## src/rtl/mem_arbiter_pkg.sv

```systemverilog
// Shared definitions for the memory arbiter: FSM state and read-owner encodings.
package mem_arbiter_pkg;

  // Arbitration mode: normal per-cycle arbitration or debug-owned bus.
  typedef enum logic {
    ARB_S  = 1'b0,
    LOCK_S = 1'b1
  } arb_state_e;

  // Which port owns the read data returning from memory this cycle.
  typedef enum logic [1:0] {
    OWN_NONE = 2'd0,
    OWN_CPU  = 2'd1,
    OWN_DBG  = 2'd2
  } owner_e;

  // Width of the debug starvation counter.
  localparam int WAIT_W = 4;

endpackage

```

## src/rtl/mem_arbiter_if.sv

```systemverilog
// Bus bundle between the CPU/debug requesters, the arbiter and the RAM port.
// The arbiter connects through the slave modport; the requesters and RAM
// model sit on the master side.
interface mem_arbiter_if #(
  parameter int AW = 16,
  parameter int DW = 16
);
  // CPU port
  logic          cpu_req;
  logic          cpu_we;
  logic [AW-1:0] cpu_addr;
  logic [DW-1:0] cpu_wdata;
  logic          cpu_gnt;
  logic          cpu_stall;
  logic          cpu_rvalid;
  logic [DW-1:0] cpu_rdata;
  // Debug/loader port
  logic          dbg_req;
  logic          dbg_we;
  logic [AW-1:0] dbg_addr;
  logic [DW-1:0] dbg_wdata;
  logic          dbg_lock;
  logic          dbg_gnt;
  logic          dbg_rvalid;
  logic [DW-1:0] dbg_rdata;
  // Memory port
  logic          mem_en;
  logic          mem_we;
  logic [AW-1:0] mem_addr;
  logic [DW-1:0] mem_wdata;
  logic [DW-1:0] mem_rdata;

  modport slave (
    input  cpu_req, cpu_we, cpu_addr, cpu_wdata,
    output cpu_gnt, cpu_stall, cpu_rvalid, cpu_rdata,
    input  dbg_req, dbg_we, dbg_addr, dbg_wdata, dbg_lock,
    output dbg_gnt, dbg_rvalid, dbg_rdata,
    output mem_en, mem_we, mem_addr, mem_wdata,
    input  mem_rdata
  );

  modport master (
    output cpu_req, cpu_we, cpu_addr, cpu_wdata,
    input  cpu_gnt, cpu_stall, cpu_rvalid, cpu_rdata,
    output dbg_req, dbg_we, dbg_addr, dbg_wdata, dbg_lock,
    input  dbg_gnt, dbg_rvalid, dbg_rdata,
    input  mem_en, mem_we, mem_addr, mem_wdata,
    output mem_rdata
  );

endinterface

```

## src/rtl/mem_arb_starve.sv

```systemverilog
// Debug starvation guard: counts consecutive cycles in which debug is denied
// and raises force_dbg_o once the count reaches MAX_WAIT.
// Only compiled and used when MEM_ARB_STARVE_EN is defined.
`ifdef MEM_ARB_STARVE_EN
module mem_arb_starve
  import mem_arbiter_pkg::*;
#(
  parameter int MAX_WAIT = 4
) (
  input  logic clk,
  input  logic rst,
  input  logic dbg_req_i,
  input  logic dbg_gnt_i,
  output logic force_dbg_o
);

  localparam logic [WAIT_W-1:0] MaxWaitC = WAIT_W'(MAX_WAIT);

  logic [WAIT_W-1:0] wait_cnt_q;
  logic [WAIT_W-1:0] wait_cnt_d;

  // Saturating count of denied debug cycles; any grant or idle cycle clears it.
  always_comb begin
    wait_cnt_d = wait_cnt_q;
    if (!dbg_req_i || dbg_gnt_i) begin
      wait_cnt_d = '0;
    end else if (wait_cnt_q != MaxWaitC) begin
      wait_cnt_d = wait_cnt_q + 1'b1;
    end
  end

  // Counter register.
  always_ff @(posedge clk or negedge rst) begin
    if (!rst) begin
      wait_cnt_q <= '0;
    end else begin
      wait_cnt_q <= wait_cnt_d;
    end
  end

  assign force_dbg_o = (wait_cnt_q == MaxWaitC);

endmodule
`endif

```

## src/rtl/mem_arbiter.sv

```systemverilog
// Single-port memory arbiter between the CPU memory path and a debug/loader
// port. Fixed CPU priority, debug bus lock for bursts, registered read owner
// tag for steering returned data.
// Optional feature macro: MEM_ARB_STARVE_EN enables the debug starvation
// guard (mem_arb_starve); without it CPU has strict priority outside LOCK.
module mem_arbiter
  import mem_arbiter_pkg::*;
#(
  parameter int AW       = 16,
  parameter int DW       = 16,
  parameter int MAX_WAIT = 4
) (
  input logic          clk,
  input logic          rst,
  mem_arbiter_if.slave bus
);

  if (MAX_WAIT < 1 || MAX_WAIT > 15) begin : g_max_wait_range
    $error("mem_arbiter: MAX_WAIT must be in 1..15");
  end

  arb_state_e    state_q, state_d;
  owner_e        owner_q, owner_d;
  logic          cpu_gnt, dbg_gnt;
  logic          force_dbg;
  logic          mem_en, mem_we;
  logic [AW-1:0] mem_addr;
  logic [DW-1:0] mem_wdata;

`ifdef MEM_ARB_STARVE_EN
  mem_arb_starve #(
    .MAX_WAIT (MAX_WAIT)
  ) u_starve (
    .clk         (clk),
    .rst         (rst),
    .dbg_req_i   (bus.dbg_req),
    .dbg_gnt_i   (dbg_gnt),
    .force_dbg_o (force_dbg)
  );
`else
  assign force_dbg = 1'b0;
`endif

  // Grant decision and lock FSM next state.
  always_comb begin
    cpu_gnt = 1'b0;
    dbg_gnt = 1'b0;
    state_d = state_q;
    unique case (state_q)
      ARB_S: begin
        if (bus.dbg_req && (!bus.cpu_req || force_dbg)) begin
          dbg_gnt = 1'b1;
        end else if (bus.cpu_req) begin
          cpu_gnt = 1'b1;
        end
        if (dbg_gnt && bus.dbg_lock) begin
          state_d = LOCK_S;
        end
      end
      LOCK_S: begin
        // The unlocking cycle itself is still debug-only.
        dbg_gnt = bus.dbg_req;
        if (!bus.dbg_lock) begin
          state_d = ARB_S;
        end
      end
      default: state_d = ARB_S;
    endcase
  end

  // Memory port mux from the granted requester; idle bus is all zero.
  always_comb begin
    mem_en    = 1'b0;
    mem_we    = 1'b0;
    mem_addr  = '0;
    mem_wdata = '0;
    owner_d   = OWN_NONE;
    if (cpu_gnt) begin
      mem_en    = 1'b1;
      mem_we    = bus.cpu_we;
      mem_addr  = bus.cpu_addr;
      mem_wdata = bus.cpu_wdata;
      if (!bus.cpu_we) owner_d = OWN_CPU;
    end else if (dbg_gnt) begin
      mem_en    = 1'b1;
      mem_we    = bus.dbg_we;
      mem_addr  = bus.dbg_addr;
      mem_wdata = bus.dbg_wdata;
      if (!bus.dbg_we) owner_d = OWN_DBG;
    end
  end

  // State and read-owner registers; reset drops any read in flight.
  always_ff @(posedge clk or negedge rst) begin
    if (!rst) begin
      state_q <= ARB_S;
      owner_q <= OWN_NONE;
    end else begin
      state_q <= state_d;
      owner_q <= owner_d;
    end
  end

  assign bus.cpu_gnt    = cpu_gnt;
  assign bus.cpu_stall  = bus.cpu_req & ~cpu_gnt;
  assign bus.dbg_gnt    = dbg_gnt;
  assign bus.mem_en     = mem_en;
  assign bus.mem_we     = mem_we;
  assign bus.mem_addr   = mem_addr;
  assign bus.mem_wdata  = mem_wdata;
  assign bus.cpu_rvalid = (owner_q == OWN_CPU);
  assign bus.dbg_rvalid = (owner_q == OWN_DBG);
  assign bus.cpu_rdata  = (owner_q == OWN_CPU) ? bus.mem_rdata : '0;
  assign bus.dbg_rdata  = (owner_q == OWN_DBG) ? bus.mem_rdata : '0;

endmodule

```

## src/flat_wrapper.sv

```systemverilog
// flat-port wrapper written by rule: the top's interface ports become plain ports
module mem_arbiter_flat import mem_arbiter_pkg::*;
#(
  parameter int AW       = 16,
  parameter int DW       = 16,
  parameter int MAX_WAIT = 4
)
  (clk, rst, bus_cpu_req, bus_cpu_we, bus_cpu_addr, bus_cpu_wdata, bus_cpu_gnt, bus_cpu_stall, bus_cpu_rvalid, bus_cpu_rdata, bus_dbg_req, bus_dbg_we, bus_dbg_addr, bus_dbg_wdata, bus_dbg_lock, bus_dbg_gnt, bus_dbg_rvalid, bus_dbg_rdata, bus_mem_en, bus_mem_we, bus_mem_addr, bus_mem_wdata, bus_mem_rdata);
  mem_arbiter_if #(.AW(AW), .DW(DW)) bus_i ();
  input logic clk;
  input logic rst;
  input wire logic [$bits(bus_i.cpu_req)-1:0] bus_cpu_req;
  input wire logic [$bits(bus_i.cpu_we)-1:0] bus_cpu_we;
  input wire logic [$bits(bus_i.cpu_addr)-1:0] bus_cpu_addr;
  input wire logic [$bits(bus_i.cpu_wdata)-1:0] bus_cpu_wdata;
  output wire logic [$bits(bus_i.cpu_gnt)-1:0] bus_cpu_gnt;
  output wire logic [$bits(bus_i.cpu_stall)-1:0] bus_cpu_stall;
  output wire logic [$bits(bus_i.cpu_rvalid)-1:0] bus_cpu_rvalid;
  output wire logic [$bits(bus_i.cpu_rdata)-1:0] bus_cpu_rdata;
  input wire logic [$bits(bus_i.dbg_req)-1:0] bus_dbg_req;
  input wire logic [$bits(bus_i.dbg_we)-1:0] bus_dbg_we;
  input wire logic [$bits(bus_i.dbg_addr)-1:0] bus_dbg_addr;
  input wire logic [$bits(bus_i.dbg_wdata)-1:0] bus_dbg_wdata;
  input wire logic [$bits(bus_i.dbg_lock)-1:0] bus_dbg_lock;
  output wire logic [$bits(bus_i.dbg_gnt)-1:0] bus_dbg_gnt;
  output wire logic [$bits(bus_i.dbg_rvalid)-1:0] bus_dbg_rvalid;
  output wire logic [$bits(bus_i.dbg_rdata)-1:0] bus_dbg_rdata;
  output wire logic [$bits(bus_i.mem_en)-1:0] bus_mem_en;
  output wire logic [$bits(bus_i.mem_we)-1:0] bus_mem_we;
  output wire logic [$bits(bus_i.mem_addr)-1:0] bus_mem_addr;
  output wire logic [$bits(bus_i.mem_wdata)-1:0] bus_mem_wdata;
  input wire logic [$bits(bus_i.mem_rdata)-1:0] bus_mem_rdata;
  assign bus_i.cpu_req = bus_cpu_req;
  assign bus_i.cpu_we = bus_cpu_we;
  assign bus_i.cpu_addr = bus_cpu_addr;
  assign bus_i.cpu_wdata = bus_cpu_wdata;
  assign bus_cpu_gnt = bus_i.cpu_gnt;
  assign bus_cpu_stall = bus_i.cpu_stall;
  assign bus_cpu_rvalid = bus_i.cpu_rvalid;
  assign bus_cpu_rdata = bus_i.cpu_rdata;
  assign bus_i.dbg_req = bus_dbg_req;
  assign bus_i.dbg_we = bus_dbg_we;
  assign bus_i.dbg_addr = bus_dbg_addr;
  assign bus_i.dbg_wdata = bus_dbg_wdata;
  assign bus_i.dbg_lock = bus_dbg_lock;
  assign bus_dbg_gnt = bus_i.dbg_gnt;
  assign bus_dbg_rvalid = bus_i.dbg_rvalid;
  assign bus_dbg_rdata = bus_i.dbg_rdata;
  assign bus_mem_en = bus_i.mem_en;
  assign bus_mem_we = bus_i.mem_we;
  assign bus_mem_addr = bus_i.mem_addr;
  assign bus_mem_wdata = bus_i.mem_wdata;
  assign bus_i.mem_rdata = bus_mem_rdata;
  mem_arbiter #(.AW(AW), .DW(DW), .MAX_WAIT(MAX_WAIT)) u_core (.clk(clk), .rst(rst), .bus(bus_i));
endmodule
```

## config.mk

```make
export PLATFORM = sky130hd
export DESIGN_NAME = mem_arbiter_flat
export DESIGN_NICKNAME = d
export VERILOG_FILES = /design/src/rtl/mem_arbiter_pkg.sv /design/src/rtl/mem_arbiter_if.sv /design/src/rtl/mem_arb_starve.sv /design/src/rtl/mem_arbiter.sv /design/src/flat_wrapper.sv
export SDC_FILE = /design/constraint.sdc
export NUM_CORES = 1
export LEC_CHECK = 0
export CAP_MARGIN = 25
export CORE_MARGIN = 2
export CORE_UTILIZATION = 25
export DETAILED_ROUTE_END_ITERATION = 10
export HOLD_SLACK_MARGIN = 0.03
export PLACE_DENSITY = 0.87
export SYNTH_ARGS = -nofsm -noshare
export SYNTH_HDL_FRONTEND = slang
export SYNTH_HIERARCHICAL = 1
export SYNTH_SLANG_ARGS = --single-unit
```

## constraint.sdc

```tcl
create_clock -name clk -period 2.41 [get_ports clk]
set_clock_uncertainty 0.2 [all_clocks]
set_input_delay 0.6025 -clock clk [delete_from_list [all_inputs] [get_ports clk]]
set_output_delay 0.6025 -clock clk [all_outputs]
set_load 0.01 [all_outputs]
```

* Word level (Yosys, flattened, before mapping)
Index checks and enable logic that the tools add are counted.
** Operators by class
- Muxes and demuxes :: 23
- Eq/ne operators :: 2
- Bitwise logic cells :: 3
- Reduce and logical (&&, ||, !) cells :: 3
** Operators with widths (number)
- $mux 16 :: 6
- $mux 1 :: 12
- $mux 2 :: 3
- $pmux 1 s2 :: 2
- $eq 2x1->1 const B :: 1
- $eq 2x2->1 const B :: 1
- $logic_and 1x1->1 :: 2
- $not 1->1 :: 2
- $and 1x1->1 :: 1
- $logic_not 1->1 :: 1
** Storage, ports and cells
- Logic and storage cells :: 33
- Bits in registers :: 3
- Output and inout bits :: 71
- Bits of input ports :: 87

* Longest topological paths before layout
- Depth after elaboration :: 7
- Gate-level depth with buffers :: 5
- Mapped depth without buffers :: 2

* Least setup slack after synthesis
OpenSTA, ideal clock, no wires.
- Path kind :: input to output
- From :: input port bus_cpu_req
- To :: output port bus_mem_addr[10]
- Data required time :: 1607 ps
- Stages on the path :: 5
- Path slack :: 301 ps
- Path buffers :: 3
- Arrival :: 1307 ps
- Cell sequence :: buf_6 > nor2b_4 > buf_6 > buf_6 > o21ai_1
** Between the ends
- Elaborated cells between the ends (all ways) :: 10
- Classes of those cells :: mux: 8; reduce/logical: 2
** RTL lines
- from (decl) :: line flat_wrapper.sv:12 : input wire logic [$bits(bus_i.cpu_req)-1:0] bus_cpu_req;
- $logic_not 1->1 :: line mem_arbiter.sv:51 : if (bus.dbg_req && (!bus.cpu_req || force_dbg)) begin
- $logic_and 1x1->1 :: line mem_arbiter.sv:51
- $mux 1 * :: line mem_arbiter.sv:51
- $mux 1 * :: line mem_arbiter.sv:49 : unique case (state_q)
- via bus_cpu_gnt :: line flat_wrapper.sv:16 : output wire logic [$bits(bus_i.cpu_gnt)-1:0] bus_cpu_gnt;
- $mux 16 * :: line mem_arbiter.sv:78 : if (cpu_gnt) begin
- to (decl) :: line flat_wrapper.sv:30 : output wire logic [$bits(bus_i.mem_addr)-1:0] bus_mem_addr;
The timed path passes the listed nets; every way through them passes the cells marked *. The select of a mux whose other input is x is not followed.

* Final worst setup path
- From :: input port bus_cpu_req
- To :: output port bus_mem_addr[15]
** Between the ends
- Longest elaborated chain between the ends :: 7
- Elaborated cells between the ends (all ways) :: 10
- Classes of those cells :: mux: 8; reduce/logical: 2
** Ends and longest elaborated chain
- $logic_not 1->1 :: line mem_arbiter.sv:51
- $logic_and 1x1->1 :: line mem_arbiter.sv:51
- $mux 1 :: line mem_arbiter.sv:51
- $mux 1 :: line mem_arbiter.sv:49
- $pmux 1 s2 :: line mem_arbiter.sv:49
- $mux 16 :: line mem_arbiter.sv:84 : end else if (dbg_gnt) begin
- $mux 16 * :: line mem_arbiter.sv:78
Mark *: on every way between the ends. The rest lies on a longest branch, timed or not. The select of a mux whose other input is x is not followed.

==> out/qor.yml <==
status: "completed"
routed-via-count: 1730
finalHoldViolations: 0
io_pins: 158
grt_overflow: 0
port_buffers: 157
hold-worst-slack_ps: 369.0
antenna_cells: 0
cts_buffers: 3
synth_area_um2: 1031
core_um2: 3971
place_inst: 363
p_switching_mw: 0.2124
synth-seq-cells: 3
area_growth_pct: 162.3
root_buffer: "clkbuf_8"
insertion_delay_ps: 220
clockBufferDepth: 2
wl_per_cell_um: 13.29
cts.sinks: 3
worstPathRequired_ps: 1610
gp_congestion: 0.7144
netSwitchingFraction_pct: 31.88
synth_nets: 248
crit_arrival_ps: 1560
leakagePower_nw: 1.294
grt_use_total_pct: 20.49
ant_nets: 0
slew_headroom_pct: 90.45
utilization_pct: 68.08
syn_area_per_cell_um2: 6.404
nNetsFinal: 408
dp.final_hpwl_um: 3928
cts_tree: "yes"
pwr_density_cell_nw_per_um2: 246.5
syn_inst: 161
clk_pin_slew_ps: 30
die-width_um: 68.22
worst_setup_path_start_kind: "primary input"
ir_drop_mv: 0.1265
yosysSeqAreaShare_pct: 7.282
setup_violations: 0
finalNonFillerCells: 370
worst-setup-path-type: "in -> out"
p_clk_share_pct: 22.0
drc_errors: 0
ff2ff_setup_slack_ps: 1130
rows: 23
comb_power_share_pct: 69.5
worst_pin_slew_ps: 141.7
drv_slew: 0
final.setup.tns_ps: 0
synth_warnings: 6
place_ws_ps: -541.1
die_area_um2: 4654
antenna_found_initial: 0
htreeDepth: 1
drv_cap: 0
fillers: 347
synth_cell_types: 18
period_minus_slack_ps: 2366
cp-end-kind: "primary output"
postLayoutSetupSlackWorst_ps: 43.93
fp.dieH_um: 68.22
grt_max_degree: 20
finalPower_mw: 0.6664
first_global_vias: 1634
viasPerCell: 4.676
cp_max_fo: 8
design_area_um2: 2704
seqPwrFrac_pct: 8.5
p_int_mw: 0.4540
drive_above_1_share_pct: 16.25
hold_class: "in -> async"
grt_pass1_wl_um: 7224
placed_cell_area_um2: 2704
wl_um: 4918
dr.pass1.iters: 4
drt_first_iter_violations: 47
start_util_pct: 25.96
fin_crit_sh_pct: 98.18
fmax_mhz: 422.6
-- final cells by class --
class	count	area [um2]	share of cell area [%]
multi-input cells	141	854.6	31.61
well taps	50	62.56	2.314
clock buffers	4	45.04	1.666
repair buffers	172	1665	61.59
flip-flops and latches	3	76.32	2.823
-- power by group through the flow --
| stage | Sequential [mW] | Clock (mW) | Combinational [mW] |
|---|---|---|---|
| 6_report | 0.0565 | 0.147 | 0.463 |
| 5_1_grt | 0.0570 | 0.157 | 0.502 |
| 4_1_cts | 0.0563 | 0.152 | 0.468 |
| 3_5_place_dp | 0.0568 | 0 | 0.495 |
| 3_3_place_gp | 0.0567 | 0 | 0.491 |
| 2_1_floorplan | 0.0565 | 0 | 0.173 |
-- final timing paths --
path,from,to,cells past startpoint
worst min-delay path,rst,u_core/owner_q[0],1
worst max-delay path,bus_cpu_req,bus_mem_addr[15],6
min in group clk,u_core/state_q,u_core/state_q,1
max in group asynchronous,rst,u_core/state_q,1
worst max register to register,u_core/state_q,u_core/owner_q[0],3
worst min register to register,u_core/state_q,u_core/state_q,1
-- metal layers --
layer	track usage, %	share of wire [%]	vias up
li1	-	-	857
met1	19.59	33	751
met2	40.53	53	114
met3	5.592	13	8
met4	8.250	1.7	0
met5	0	0	-
-- placed cells by master (no fill, tap or decap), types with 9 or more instances in the layout --
cell / Yosys / layout
and2_1: 33 / 33
buf_2: 3 / 9
clkbuf_2: 0 / 9
clkdlybuf4s50_1: 0 / 87
dlygate4sd2_1: 0 / 44
nand2_1: 33 / 33
nand3b_1: 33 / 33
o21ai_0: 15 / 14
o21ai_1: 8 / 9
o21ai_2: 10 / 10
-- cell usage after synthesis --
master | instances | area (um2)
or2_2 | 1 | 6.260
nor2b_1 | 3 | 18.77
dfrtp_1 | 3 | 75.07
nand3b_1 | 33 | 247.7
nor3b_2 | 1 | 12.51
o21ai_0 | 15 | 75.07
buf_1 | 1 | 3.750
o21ai_2 | 10 | 87.58
o21a_1 | 1 | 7.510
buf_6 | 4 | 45.04
buf_4 | 1 | 7.510
o21ai_1 | 8 | 40.04
and2b_1 | 2 | 15.01
buf_2 | 3 | 15.01
clkbuf_1 | 8 | 30.03
nor2b_4 | 1 | 13.76
and2_1 | 33 | 206.5
nand2_1 | 33 | 123.9
-- logic make-up (layout without fill, tap and decap cells) --
family	Yosys count	count (layout)	share of synthesized area [%]
buffers and inverters	17	176	9.829
DFF	3	3	7.281
and+or+nand+nor	107	107	62.50
AOI/OAI and AO/OA	34	34	20.39
-- critical path, stage by stage --
cell and delay (ps):
buf_2 120, nor2b_4 140, buf_12 130, buf_12 120, o21ai_0 150, dlygate4sd2_1 300
-- what timing repair did --
item                       4_1_cts  5_1_grt
gates cloned                     2        0
hold buffers                     0        0
gates resized for setup        107       27
pin swaps                        0        0
setup endpoints to repair       69       17
setup buffers                    1        0
-- state kept, by name (all words and copies together), names as in the netlist --
| signal | flops |
|---|---|
| u_core/owner_q | 2 |
| u_core/state_q | 1 |
No activity file was read; power rests on OpenSTA's default activity.
